File: src/rtl/onchip_mem_arbiter.sv
// -----------------------------------------------------------------------------
// onchip_mem_arbiter
//
// Two-requester Avalon-MM arbiter in front of a single-port on-chip RAM with a
// one-cycle read latency. Requester r0 is normally the CPU data master and r1
// a secondary master (DMA, debug loader). At most one access is issued per
// cycle. The owner of the outstanding read is remembered so the returned data
// is flagged valid only for the requester that asked for it.
//
// Arbitration:
//   PRIO_MODE = 0 : round-robin; on a tie the requester not granted last wins.
//   PRIO_MODE = 1 : r0 wins ties, except that r1 is granted once r0 has won
//                   STARVE_LIMIT consecutive ties against it.
//
// Ports:
//   clk, reset_n          clock, asynchronous active-low reset
//   r0_* / r1_*           Avalon-MM slave ports (address, byteenable, read,
//                         write, writedata, waitrequest, readdata,
//                         readdatavalid)
//   mem_*                 RAM port (address, byteenable, chipselect, write,
//                         writedata, readdata - valid one cycle after issue)
// -----------------------------------------------------------------------------
module onchip_mem_arbiter #(
  parameter int ADDR_W       = 12,
  parameter int DATA_W       = 32,
  parameter int PRIO_MODE    = 0,
  parameter int STARVE_LIMIT = 4,
  localparam int BE_W        = DATA_W / 8
) (
  input  logic              clk,
  input  logic              reset_n,

  input  logic [ADDR_W-1:0] r0_address,
  input  logic [BE_W-1:0]   r0_byteenable,
  input  logic              r0_read,
  input  logic              r0_write,
  input  logic [DATA_W-1:0] r0_writedata,
  output logic              r0_waitrequest,
  output logic [DATA_W-1:0] r0_readdata,
  output logic              r0_readdatavalid,

  input  logic [ADDR_W-1:0] r1_address,
  input  logic [BE_W-1:0]   r1_byteenable,
  input  logic              r1_read,
  input  logic              r1_write,
  input  logic [DATA_W-1:0] r1_writedata,
  output logic              r1_waitrequest,
  output logic [DATA_W-1:0] r1_readdata,
  output logic              r1_readdatavalid,

  output logic [ADDR_W-1:0] mem_address,
  output logic [BE_W-1:0]   mem_byteenable,
  output logic              mem_chipselect,
  output logic              mem_write,
  output logic [DATA_W-1:0] mem_writedata,
  input  logic [DATA_W-1:0] mem_readdata
);

  typedef enum logic {
    OWN_R0 = 1'b0,
    OWN_R1 = 1'b1
  } owner_e;

  localparam logic [3:0] LIMIT = 4'(STARVE_LIMIT);

  // State
  logic       ready_q,      ready_d;
  owner_e     last_grant_q, last_grant_d;
  logic [3:0] starve_cnt_q, starve_cnt_d;
  logic       rd_pend_q,    rd_pend_d;
  owner_e     rd_owner_q,   rd_owner_d;

  // Request decode; a simultaneous read+write is treated as a write.
  logic req0, req1;
  logic is_rd0, is_rd1;
  logic gnt0, gnt1;

  assign req0   = r0_read | r0_write;
  assign req1   = r1_read | r1_write;
  assign is_rd0 = r0_read & ~r0_write;
  assign is_rd1 = r1_read & ~r1_write;

  // ---------------------------------------------------------------------------
  // Grant decision
  // ---------------------------------------------------------------------------
  // NOTE: every signal assigned in an always_comb gets a default first, so
  // no path through the block leaves it unassigned and no latch is inferred.
  always_comb begin
    gnt0 = 1'b0;
    gnt1 = 1'b0;
    if (ready_q) begin
      if (req0 && !req1) begin
        gnt0 = 1'b1;
      end else if (req1 && !req0) begin
        gnt1 = 1'b1;
      end else if (req0 && req1) begin
        if (PRIO_MODE == 0) begin
          if (last_grant_q == OWN_R0) gnt1 = 1'b1;
          else                        gnt0 = 1'b1;
        end else begin
          if (starve_cnt_q == LIMIT) gnt1 = 1'b1;
          else                       gnt0 = 1'b1;
        end
      end
    end
  end

  // ---------------------------------------------------------------------------
  // Issue path: the winner's request goes straight to the RAM this cycle.
  // When idle the address/data mux rests on r0.
  // ---------------------------------------------------------------------------
  assign r0_waitrequest = ~gnt0;
  assign r1_waitrequest = ~gnt1;

  assign mem_chipselect = gnt0 | gnt1;
  assign mem_write      = (gnt0 & r0_write) | (gnt1 & r1_write);
  assign mem_address    = gnt1 ? r1_address    : r0_address;
  assign mem_byteenable = gnt1 ? r1_byteenable : r0_byteenable;
  assign mem_writedata  = gnt1 ? r1_writedata  : r0_writedata;

  // Read return: data is shared, the valid strobe is steered by the owner
  // recorded when the read was issued.
  assign r0_readdata      = mem_readdata;
  assign r1_readdata      = mem_readdata;
  assign r0_readdatavalid = rd_pend_q & (rd_owner_q == OWN_R0);
  assign r1_readdatavalid = rd_pend_q & (rd_owner_q == OWN_R1);

  // ---------------------------------------------------------------------------
  // Next-state logic
  // ---------------------------------------------------------------------------
  always_comb begin
    ready_d      = 1'b1;
    last_grant_d = last_grant_q;
    starve_cnt_d = starve_cnt_q;
    rd_pend_d    = 1'b0;
    rd_owner_d   = rd_owner_q;

    if (gnt0)      last_grant_d = OWN_R0;
    else if (gnt1) last_grant_d = OWN_R1;

    // Counts r0 wins while r1 is kept waiting; any r1 service or a gap in
    // r1's request restarts the count.
    if (!req1 || gnt1) begin
      starve_cnt_d = '0;
    end else if (gnt0 && (starve_cnt_q < LIMIT)) begin
      starve_cnt_d = starve_cnt_q + 4'd1;
    end

    if (gnt0 && is_rd0) begin
      rd_pend_d  = 1'b1;
      rd_owner_d = OWN_R0;
    end else if (gnt1 && is_rd1) begin
      rd_pend_d  = 1'b1;
      rd_owner_d = OWN_R1;
    end
  end

  // ---------------------------------------------------------------------------
  // State registers. The asynchronous reset also drops a read that is in
  // flight, so it can never produce a readdatavalid after reset.
  // ---------------------------------------------------------------------------
  // NOTE: sequential state is updated with non-blocking assignments so every
  // register samples the pre-edge value of the others.
  always_ff @(posedge clk or negedge reset_n) begin
    if (!reset_n) begin
      ready_q      <= 1'b0;
      last_grant_q <= OWN_R1;
      starve_cnt_q <= '0;
      rd_pend_q    <= 1'b0;
      rd_owner_q   <= OWN_R0;
    end else begin
      ready_q      <= ready_d;
      last_grant_q <= last_grant_d;
      starve_cnt_q <= starve_cnt_d;
      rd_pend_q    <= rd_pend_d;
      rd_owner_q   <= rd_owner_d;
    end
  end

endmodule

File: config.mk
export PLATFORM = sky130hd
export DESIGN_NAME = onchip_mem_arbiter
export DESIGN_NICKNAME = d
export VERILOG_FILES = /design/src/rtl/onchip_mem_arbiter.sv
export SDC_FILE = /design/constraint.sdc
export NUM_CORES = 1
export LEC_CHECK = 0
export ABC_AREA = 1
export BUFFER_PORTS_ARGS = -buffer_cell sky130_fd_sc_hd__buf_2
export CAP_MARGIN = 0
export CELL_PAD_IN_SITES_DETAIL_PLACEMENT = 1
export CELL_PAD_IN_SITES_GLOBAL_PLACEMENT = 2
export CORE_UTILIZATION = 10
export CTS_CLUSTER_SIZE = 12
export DETAILED_ROUTE_END_ITERATION = 6
export PLACE_DENSITY_LB_ADDON = 0.1
export SKIP_CTS_REPAIR_TIMING = 1
export SLEW_MARGIN = 40
export SYNTH_ARGS = -nofsm -noshare
export SYNTH_HDL_FRONTEND = slang
export SYNTH_SLANG_ARGS = --single-unit
File: constraint.sdc
create_clock -name clk -period 3.3 [get_ports clk]
set_input_delay 0.495 -clock clk [delete_from_list [all_inputs] [get_ports clk]]
set_output_delay 0.495 -clock clk [all_outputs]
set_load 0.03 [all_outputs]
==> results list <==
* Status: finished, final reports clean
- EDFF count, synth: 0
- Routed vias/inst: roughly 3.3
* Beginning of the worst register-to-register path: last_grant_q
- Endpoint required time on the critical path: between 2000 and 3000 ps
- Critical path, cell by cell: o21ai_1, nand2_2, buf_4, nand2_1, nand2_1, buf_2
* Library cell contributing the largest single delay on the critical path: sky130_fd_sc_hd__dfstp_2
* Vias in the first global route: 1,700
- Of the synthesized area, sequential elements account for 0.0775.
- Area growth from synthesis to final layout: 42.7%
* Leak pwr: 1.22 nW
* Unrepaired setup endpoints after global routing: false
- Launch point of the worst path: last_grant_q
- Synthesis produced ~250 cells.
* Worst relative slew slack: 0.635
- In this run the tool buffered the top-level ports with roughly 160 buffer cells.
- Total global-route track usage: 0.0700
- Number of H-tree levels: 1
- Max-cap violations: 0
- Net Count, Synth: between 300 and 400
- Cell type with the largest total area after synthesis: sky130_fd_sc_hd__nand2_1
- Area after detailed placement: about 1800 um2
- At the end of routability-driven placement, the weighted congestion stood at about 0.65.
- Routed wire length: approximately 5200 um
* Critical Path Sink Type: primary output
- After legalization and detailed placement, the total HPWL measured about 4300 um.
* Area occupied by multi-input gates: around 640 um2
- Sequential Area: 101 um2
- Prevailing post-synth register cell: sky130_fd_sc_hd__dfrtp_1
* Setup Total Neg Slack: 0 ps
* Die Y-Extent: roughly 120 um
* Number of vias after detailed routing: about 1,700
- Proportion of netlist area held by the largest area contributor: 0.431
* Starting utilization of the core area: 0.103
* Dominant cells by area after synthesis: sky130_fd_sc_hd__nand2_1 43%, sky130_fd_sc_hd__buf_4 37%, sky130_fd_sc_hd__dfrtp_1 5.7%
- Max IR drop VDD: roughly 0.13 mV
* Number of warnings printed during yosys synthesis: 0
* Count of unique library cells instantiated by Yosys: 18
- Most used cell, CP: sky130_fd_sc_hd__nand2_1
* First-pass iteration count of the detailed router: 4
- Minimum clock period: 2320 ps
* Final standard cell area without fillers: between 1500 and 2000 um2
* Count of final setup violators: 0
- The design draws ~770 uW.
- Leaving out filler cells and counting taps, the final layout contains between 500 and 600.
* Number of pins exceeding their max-slew limit in the final report: 0
* Largest stage delay on the critical path: ~540 ps
- Number of nets in the final layout: between 400 and 500
- Share of final-layout standard cells stronger than drive strength 1: 0.484
- Kind of launch point of the worst setup path: flop
- GRT met2 Usage: 0.148
- For met3 alone, demand over resource in global routing was 0.00986.
- Global-route wire length before repair: around 7500 um
* Antenna viol nets, final: 0
* Clock edge transition at the registers on the reported setup and hold paths: about 30 ps
- Static timing analysis puts the maximum clock frequency at around 430 MHz.
- TritonCTS built the clock tree.
- For the pin with the worst max-slew slack, the measured transition is about 550 ps.
* Clock root buffer: sky130_fd_sc_hd__clkbuf_16
- Total power per unit cell area: ~410 nW/um2
- Critical path start-end classification: flop to primary output
- Placement Rows: approximately 40
- In this run the deepest clock path goes through 2 buffers.
- Detailed-route wire length per cell: approximately 10 um
- In this run the horizontal extent of the chip is between 100 and 150 um.
- The initial antenna violation count came to 0.
- The die covers 13,500 um2.
* Clock Skew: between 0.3 and 0.4 ps
- Number of DRC markers after the initial detailed-route iteration: 18
- Final-layout fill cell count: approximately 1,700
- After floorplanning, the core was sized to cover 12,700 um2.
- The repair_antennas step left the layout with diodes totalling 0.
- # clock sinks: 4
* Largest net degree at the start of global routing: 53
- 252 I/O pins were placed.
* Share of synthesized flip-flops with an asynchronous set or reset: 1.00
- The number of clock buffers added by TritonCTS is 3.
* Largest fanout on the critical path: 52
* Overall overflow remaining after global route: 0
- Clk Latency, worst-skew pair: about 220 ps
- After synthesis the netlist holds a flip-flop and latch count of 4.
- Mapped Avg Cell Area: around 5.2 um2
- Count leader, synth: sky130_fd_sc_hd__nand2_1
- GR Util met1: 0.0624
- In this run the cell area of the synthesized design comes to around 1300 um2.
- In this run the worst hold path is classified as input pin to async pin.
- Placed cell count: between 500 and 600
- Data on the critical path arrives at its endpoint at approximately 1800 ps.
- The commonest cells after synthesis are 150 x sky130_fd_sc_hd__nand2_1, 64 x sky130_fd_sc_hd__buf_4, 7 x sky130_fd_sc_hd__inv_1.
* Final hold violation count: 0
- The global routing stage identified its most utilized layer as met2.
- Of the available clock period, the critical path in the final layout requires 0.702.
- Remaining routing DRC violations: 0
==> worst max-delay path, delay by kind of cell, from the launching register on <==
family                 cells  cell delay [ps]
and+or+nand+nor            3              290
DFF                        1              540
buffers and inverters      2              650
AOI/OAI and AO/OA          1               90
==> registers in the layout (all words and copies together), names as in the netlist <==
name          flops
ready_q           1
rd_pend_q         1
last_grant_q      1
rd_owner_q        1
==> metrics by stage <==
step	hold slack [ps]	utilization	setup WS, ps
after floorplan	199	-	1130
after global routing	80.2	0.147	799
final	74.4	0.147	984
after CTS	75.6	0.147	903
after global placement	311	0.141	946
after detailed placement	314	0.141	987
==> power by group <==
group	switching, mW	total (mW)	internal (mW)	leakage (nW)
Sequential	0.00778	0.0694	0.0616	0.0471
Clock	0.0351	0.195	0.160	0.0382
Combinational	0.347	0.504	0.157	1.14
Total	0.390	0.768	0.378	1.22
==> final timing paths <==
check / end / slack, ps / depth (start not counted)
worst max-delay path: mem_writedata[9] / 980 / 6
worst min-delay path: ready_q / 70 / 1
worst max register to register: last_grant_q / 1830 / 5
max in group asynchronous: last_grant_q / 3020 / 1
worst min register to register: last_grant_q / 500 / 2
min in group clk: last_grant_q / 500 / 2
==> layer usage <==
layer	wire [um]	share of wire	vias up
met5	0	0	-
met4	153	0.030	0
met3	515	0.10	27
met2	2790	0.54	85
met1	1700	0.33	736
li1	-	-	853
==> cell families after synthesis <==
family / synth area share
compound gates: 0.0191
other cells: 0.00287
simple gates: 0.465
buf+inv: 0.435
flops: 0.0775
==> layout make-up <==
class,count,share of cell area
Inverter,8,0.0161
Tap cell,172,0.115
Timing Repair Buffer,157,0.431
Multi-Input combinational cell,166,0.341
Clock buffer,4,0.0423
Sequential cell,4,0.0543
==> layout by cell type, fill, tap and decap left out <==
cell	count
sky130_fd_sc_hd__o21ai_0	3
sky130_fd_sc_hd__buf_12	1
sky130_fd_sc_hd__conb_1	1
sky130_fd_sc_hd__a21oi_1	1
sky130_fd_sc_hd__dfstp_2	1
sky130_fd_sc_hd__buf_4	1
sky130_fd_sc_hd__dfrtp_1	3
sky130_fd_sc_hd__inv_1	7
sky130_fd_sc_hd__nand2_2	1
sky130_fd_sc_hd__inv_2	1
sky130_fd_sc_hd__o21ai_1	1
sky130_fd_sc_hd__clkbuf_1	1
sky130_fd_sc_hd__nand2_1	150
sky130_fd_sc_hd__buf_2	155
sky130_fd_sc_hd__nor2_2	1
sky130_fd_sc_hd__nor2_1	6
sky130_fd_sc_hd__nand3_1	2
sky130_fd_sc_hd__clkbuf_16	3
No activity file was read; power rests on OpenSTA's default activity.
